## src/rtl/dmem_arbiter.sv

```systemverilog
// dmem_arbiter: two-port arbiter in front of a single-port synchronous data RAM.
// Grants are combinational (same cycle as the request), read-valid is
// registered and steered back to the port that issued the read.
// Build option: define DMEM_ARB_RR_EN to replace the fixed-priority policy
// (port 0 highest, port 1 starvation counter) with 1-bit round-robin.

`ifndef ADDR_LEN
`define ADDR_LEN 32
`endif
`ifndef DATA_LEN
`define DATA_LEN 32
`endif

module dmem_arbiter #(
   parameter int MAX_WAIT = 8
) (
   input  logic                 clk,
   input  logic                 reset,
   input  logic                 p0_req,
   input  logic                 p0_we,
   input  logic                 p0_lock,
   input  logic [`ADDR_LEN-1:0] p0_addr,
   input  logic [`DATA_LEN-1:0] p0_wdata,
   input  logic                 p1_req,
   input  logic                 p1_we,
   input  logic                 p1_lock,
   input  logic [`ADDR_LEN-1:0] p1_addr,
   input  logic [`DATA_LEN-1:0] p1_wdata,
   output logic                 p0_gnt,
   output logic                 p1_gnt,
   output logic                 p0_rvalid,
   output logic                 p1_rvalid,
   output logic [`DATA_LEN-1:0] p0_rdata,
   output logic [`DATA_LEN-1:0] p1_rdata,
   output logic [`ADDR_LEN-1:0] mem_addr,
   output logic [`DATA_LEN-1:0] mem_wdata,
   output logic                 mem_we,
   input  logic [`DATA_LEN-1:0] mem_rdata
);

   typedef enum logic [1:0] {
      ARB   = 2'd0,
      LOCK0 = 2'd1,
      LOCK1 = 2'd2
   } state_t;

   state_t state_q, state_d;
   logic   gnt0, gnt1;
   logic   arb_free;
   logic   rvalid0_q, rvalid0_d;
   logic   rvalid1_q, rvalid1_d;

`ifdef DMEM_ARB_RR_EN
   // Port that wins the next tie; it is always the port that was not granted last.
   logic   prio_q, prio_d;
`else
   localparam logic [7:0] MAX_WAIT_C = MAX_WAIT[7:0];
   logic [7:0] wait_q, wait_d;
`endif

   // Grant selection and next FSM state; a lock whose owner stops requesting
   // falls straight through to free arbitration in the same cycle.
   always_comb begin
      gnt0     = 1'b0;
      gnt1     = 1'b0;
      arb_free = 1'b0;
      state_d  = ARB;
      case (state_q)
         LOCK0: begin
            if (p0_req) gnt0 = 1'b1;
            else        arb_free = 1'b1;
         end
         LOCK1: begin
            if (p1_req) gnt1 = 1'b1;
            else        arb_free = 1'b1;
         end
         default: arb_free = 1'b1;
      endcase
      if (arb_free) begin
`ifdef DMEM_ARB_RR_EN
         if (p0_req && p1_req) begin
            gnt0 = ~prio_q;
            gnt1 = prio_q;
         end else begin
            gnt0 = p0_req;
            gnt1 = p1_req;
         end
`else
         if (p1_req && (!p0_req || (wait_q >= MAX_WAIT_C))) gnt1 = 1'b1;
         else if (p0_req)                                     gnt0 = 1'b1;
`endif
      end
      if (reset) begin
         gnt0 = 1'b0;
         gnt1 = 1'b0;
      end
      if (gnt0)      state_d = p0_lock ? LOCK0 : ARB;
      else if (gnt1) state_d = p1_lock ? LOCK1 : ARB;
      else           state_d = ARB;
   end

   // Policy bookkeeping: starvation counter for port 1, or round-robin priority.
   always_comb begin
`ifdef DMEM_ARB_RR_EN
      prio_d = prio_q;
      if (gnt0)      prio_d = 1'b1;
      else if (gnt1) prio_d = 1'b0;
`else
      wait_d = wait_q;
      if (gnt1)                           wait_d = 8'd0;
      else if (p1_req && wait_q != 8'hFF) wait_d = wait_q + 8'd1;
`endif
   end

   // Remember which port owns the read that returns next cycle.
   always_comb begin
      rvalid0_d = gnt0 & ~p0_we;
      rvalid1_d = gnt1 & ~p1_we;
   end

   // Registered state with synchronous reset.
   always_ff @(posedge clk) begin
      if (reset) begin
         state_q   <= ARB;
         rvalid0_q <= 1'b0;
         rvalid1_q <= 1'b0;
`ifdef DMEM_ARB_RR_EN
         prio_q    <= 1'b0;
`else
         wait_q    <= 8'd0;
`endif
      end else begin
         state_q   <= state_d;
         rvalid0_q <= rvalid0_d;
         rvalid1_q <= rvalid1_d;
`ifdef DMEM_ARB_RR_EN
         prio_q    <= prio_d;
`else
         wait_q    <= wait_d;
`endif
      end
   end

   // RAM-side mux; idle cycles drive zeros, and reset masks any in-flight read.
   always_comb begin
      mem_addr  = '0;
      mem_wdata = '0;
      mem_we    = 1'b0;
      if (gnt0) begin
         mem_addr  = p0_addr;
         mem_wdata = p0_wdata;
         mem_we    = p0_we;
      end else if (gnt1) begin
         mem_addr  = p1_addr;
         mem_wdata = p1_wdata;
         mem_we    = p1_we;
      end
      p0_gnt    = gnt0;
      p1_gnt    = gnt1;
      p0_rvalid = rvalid0_q & ~reset;
      p1_rvalid = rvalid1_q & ~reset;
      p0_rdata  = mem_rdata;
      p1_rdata  = mem_rdata;
   end

endmodule

```

## config.mk

```make
export PLATFORM = sky130hd
export DESIGN_NAME = dmem_arbiter
export DESIGN_NICKNAME = d
export VERILOG_FILES = /design/src/rtl/dmem_arbiter.sv
export SDC_FILE = /design/constraint.sdc
export NUM_CORES = 1
export LEC_CHECK = 0
export BUFFER_PORTS_ARGS = -buffer_cell sky130_fd_sc_hd__buf_2
export CORE_AREA = 2 2 118 120
export DETAILED_ROUTE_END_ITERATION = 7
export DIE_AREA = 0 0 120 122
export PLACE_DENSITY = 0.64
export REMOVE_ABC_BUFFERS = 1
export SLEW_MARGIN = 30
export SYNTH_ARGS = -nofsm -noshare
export SYNTH_HDL_FRONTEND = slang
export SYNTH_SLANG_ARGS = --single-unit
```

## constraint.sdc

```tcl
create_clock -name clk -period 5.88 [get_ports clk]
set_input_delay 1.764 -clock clk [delete_from_list [all_inputs] [get_ports clk]]
set_output_delay 1.764 -clock clk [all_outputs]
set_load 0.01 [all_outputs]
```

After elaboration in Yosys (flattened, before gate mapping)
Cells that the tools add are included.
Storage, ports and cells
  register bits after elaboration: 12
  bits in latches: 0
  bits in writable memories: 0
  memory bits (read-only): 0
  bits of input ports: 168
  output and inout port bits: 133
  logic and storage cells: 45
  memories kept: 0
Cells by class
  add/sub/neg operators: 1
  multiply operators: 0
  divide/modulo/power cells: 0
  magnitude comparators: 1
  equality and inequality tests: 3
  shift operators: 0
  muxes and demuxes: 24
  bitwise logic cells: 7
  reduce and logical (&&, ||, !) cells: 5
Operators by type and width (count)
  2-to-1 mux 32 bit: 4
  2-to-1 mux 1 bit: 16
  adder 8 x 1 -> 8 bit (second input constant): 1
  >= comparator 8 x 4 -> 1 bit (second input constant): 1
  != test 8 bit (second input constant): 1
  2-to-1 mux 2 bit: 3
  bitwise AND 1 bit: 4
  NOT 1 bit: 3
  == test 2 x 1 -> 1 bit (second input constant): 1
  == test 2 bit (second input constant): 1
  logical AND 1 bit: 2
  one-hot mux 1 bit (2 select lines): 1
  OR reduction 2 bit: 1
  logical NOT 1 bit: 1
  logical OR 1 bit: 1

Longest topological paths before layout
  depth after elaboration: 8
  depth in mapped cells: 8
  mapped depth without buffers: 6

Least setup slack after synthesis
No wires, ideal clock.
  kind: input port to output port
  start point: input p0_req
  end point: output mem_addr[10]
  arrival: 2879 ps
  data required time: 4116 ps
  slack: 1237 ps
  stages on the path: 6
  path buffers: 2
  path through: nor2b_1 -> o31ai_2 -> buf_2 -> buf_2 -> nor4b_2 -> mux2_2
On the way
  cells in the longest elaborated chain, start to end: 8
  elaborated cells between the ends (all ways): 16
  those cells by class: 13 x mux; 3 x reduce/logical
Ends and longest elaborated chain
  start: declaration: RTL line 19  | input logic p0_req,
  logical NOT 1 bit: RTL line 89  | if (p1_req && (!p0_req || (wait_q >= MAX_WAIT_C))) gnt1 = 1'b1;
  logical OR 1 bit: RTL line 89
  logical AND 1 bit: RTL line 89
  2-to-1 mux 1 bit: RTL line 89
  2-to-1 mux 1 bit: RTL line 79  | if (arb_free) begin
  2-to-1 mux 1 bit: RTL line 93  | if (reset) begin
  2-to-1 mux 32 bit: RTL line 153  | end else if (gnt1) begin
  2-to-1 mux 32 bit (*): RTL line 149  | if (gnt0) begin
  end: declaration: RTL line 35  | output logic [`ADDR_LEN-1:0] mem_addr,
Mark *: on every way between the ends. The rest lies on a longest branch, timed or not.

Worst setup path in the final report
  start point: input p1_req
  end point: output mem_addr[9]
On the way
  cells in the longest elaborated chain, start to end: 7
  elaborated cells between the ends (all ways): 13
  those cells by class: 12 x mux; 1 x reduce/logical
Ends and longest elaborated chain
  start: declaration: RTL line 24  | input logic p1_req,
  2-to-1 mux 1 bit: RTL line 74  | if (p1_req) gnt1 = 1'b1;
  2-to-1 mux 1 bit: RTL line 68  | case (state_q)
  2-to-1 mux 1 bit: RTL line 89
  2-to-1 mux 1 bit: RTL line 79
  2-to-1 mux 1 bit: RTL line 93
  2-to-1 mux 32 bit: RTL line 153
  2-to-1 mux 32 bit (*): RTL line 149
Marks and branches as above.

==> results.json <==
{
  "num_rows": 43,
  "vdd_ir_drop_max_mv": 0.0636,
  "antenna_found_initial": 0,
  "status": "finished, final reports clean",
  "worst_ep_arrival_time_ps": 3370,
  "fmax_ghz": 0.195,
  "detail_route.wl_per_cell_um": 17.6,
  "multiInputGateArea_um2": 1970,
  "cts_setup_buffers": 0,
  "async_flop_share_pct": 0,
  "ios": 301,
  "synth-edff-count": 0,
  "r2r-end": "wait_q[6]$_SDFFE_PP0P_",
  "syn_avg_cell_area_um2": 9.86,
  "ys_seq_area_share_pct": 8.23,
  "clock_sinks": 12,
  "endpoint": "mem_addr[9]",
  "clock_skew_ps": 2.79,
  "start_util_pct": 21.6,
  "fillers": 1475,
  "busiest_layer": "met2",
  "grt-ovfl-total": 0,
  "grt_max_degree": 77,
  "final_cell_count_no_fill": 597,
  "vias": 2757,
  "grt_pass1_vias": 2521,
  "syn-cell-area_um2": 2920,
  "whs_ps": 589,
  "fin_total_pwr_w": 0.000437,
  "powerDensity_nw_per_um2": 120,
  "layout-drive-gt1-share_pct": 76.5,
  "crit_type": "input port to primary output",
  "required_ps": 4120,
  "cts.clk_slew.worst_paths_ps": 50,
  "htreeDepth": 1,
  "leakagePower_nw": 1.68,
  "finalSetupTns_ps": 0,
  "clock_latency_ps": 240,
  "final_util_pct": 27.1,
  "endpoint_kind": "primary output",
  "rr_worst_depth": 6,
  "hold_start": "wait_q[1]$_SDFFE_PP0P_",
  "die_w_um": 120,
  "ant_nets": 0,
  "cts_buffer_depth": 2,
  "met2_usage_pct": 18.3,
  "tritoncts": "done",
  "grt_use_met1_pct": 15.2,
  "ys_warn_count": 0,
  "die_h_um": 122,
  "cp_max_fo": 37,
  "hold_class": "register to register",
  "drc": 0,
  "clock_tree.root_cell": "clkbuf_16",
  "portBuffers": 204,
  "finalSetupViolations": 0,
  "core_area_um2": 13500,
  "max_slew_margin_pct": 62.0,
  "rr_startpoint": "state_q[0]$_SDFF_PP0_",
  "drt_iter0_drc": 89,
  "viasPerCell": 4.62,
  "met3_usage_pct": 10.4,
  "critPathLaunch": "p1_req",
  "min_period_ps": 5130,
  "synth_cells": 296,
  "layout.nets": 590,
  "grt_usage_pct": 13.1,
  "rrSetupSlack_ps": 3940,
  "drv_cap": 0,
  "cts_hold_buffers": 0,
  "synth-main-ff-cell": "dfxtp_1",
  "fin_crit_sh_pct": 87.3,
  "wl_mm": 10.5,
  "drtPass1Iterations": 4,
  "cts_made_buffers": 3,
  "place_congestion": 0.759,
  "regArea_um2": 240,
  "syn_to_final_growth_pct": 25.2,
  "grt_setup_unrepaired": "no",
  "hpwl_mm": 8.32,
  "place_inst": 593,
  "drv_slew": 0,
  "synth_cell_types": 40,
  "final_hold_viol_count": 0,
  "antenna_cells": 0,
  "post_cts_resized": 0,
  "die_area_um2": 14600,
  "grt_pass1_wl_mm": 14.8,
  "crit_path_start_kind": "input port",
  "tightest_slew_ps": 569,
  "synth.ff_latch_count": 12
}
## per-layer routing
metal  vias up  part of all wire, %
met5         -                 0.75
met4         2                 0.45
met3         6                   17
met2       214                   41
met1      1254                   40
li1       1281                    -
## worst min-delay path by stage
stage | endpoint | slack [ps] | cells past startpoint
after floorplan | wait_q[2]$_SDFFE_PP0P_ | 520 | 2
after global placement | wait_q[1]$_SDFFE_PP0P_ | 550 | 2
after detailed placement | wait_q[2]$_SDFFE_PP0P_ | 570 | 2
after CTS | wait_q[2]$_SDFFE_PP0P_ | 580 | 2
after global routing | wait_q[1]$_SDFFE_PP0P_ | 620 | 2
final | wait_q[1]$_SDFFE_PP0P_ | 590 | 2
## cell usage after synthesis (2+ instances only)
| cell type | number | area share [%] |
|---|---|---|
| nor2b_1 | 5 | 1.1 |
| nor4_1 | 2 | 0.43 |
| clkbuf_1 | 7 | 0.90 |
| and2_1 | 2 | 0.43 |
| nor2_2 | 2 | 0.43 |
| buf_12 | 3 | 2.1 |
| a21oi_1 | 4 | 0.69 |
| nor4b_2 | 31 | 16 |
| ha_1 | 4 | 1.7 |
| nor3_1 | 6 | 1.0 |
| buf_6 | 3 | 1.2 |
| nand4_1 | 3 | 0.64 |
| xor2_1 | 2 | 0.60 |
| xnor2_1 | 2 | 0.60 |
| mux2_4 | 17 | 8.7 |
| nor4b_1 | 35 | 11 |
| and4_1 | 2 | 0.60 |
| dfxtp_1 | 12 | 8.2 |
| inv_1 | 6 | 0.77 |
| o21ai_0 | 2 | 0.34 |
| buf_4 | 65 | 17 |
| buf_2 | 16 | 2.7 |
| mux2_2 | 48 | 19 |
## kinds of logic after synthesis
group	synth area share (%)
AO/OA/AOI/OAI	2.74
flip-flops	8.23
adder cells (fa/ha/maj)	1.71
AND/OR/NAND/NOR	33.6
multiplexers	27.6
buffers and inverters	24.9
XOR/XNOR	1.20
## report_power, final
part | switching [W] | internal, W
registers | 0.00000125 | 0.0000837
logic | 0.000102 | 0.000111
clock network | 0.0000367 | 0.000103
total | 0.000139 | 0.000297
## area by class of cell
cell class,instances,share of cell area [%]
Inverter,6,0.616
Clock buffer,4,2.43
Tap cell,180,6.16
Multi-Input combinational cell,183,53.9
Sequential cell,12,6.58
Timing Repair Buffer,212,30.3
## flip-flops by register name, indices dropped and copies added, names as in the netlist
signal and flops:
rvalid1_q 1, wait_q 8, rvalid0_q 1, state_q 2
## worst max-delay path: stages
cell,delay [ps]
buf_2,160
nor2b_1,150
o311ai_2,130
nor2_4,110
buf_4,470
mux2_2,410
buf_2,140
## through the flow
stage | setup WS [ps] | cell area [µm²]
after floorplan | -1160 | 2220
after global placement | 786 | 3560
after detailed placement | 745 | 3560
after CTS | 741 | 3650
after global routing | 598 | 3650
final | 746 | 3650
## layout by cell type, fill, tap and decap left out, drive strengths merged, types with 3 or more instances in the layout
| cell type | netlist | final |
|---|---|---|
| dfxtp | 12 | 12 |
| nor3 | 6 | 6 |
| nand4 | 3 | 3 |
| nor2 | 3 | 3 |
| clkbuf | 7 | 4 |
| inv | 6 | 6 |
| ha | 4 | 4 |
| mux2 | 65 | 65 |
| nor2b | 5 | 5 |
| buf | 88 | 212 |
| a21oi | 4 | 4 |
| nor4b | 66 | 66 |
| nor4 | 3 | 3 |
Power figures use the tool's default switching activity.
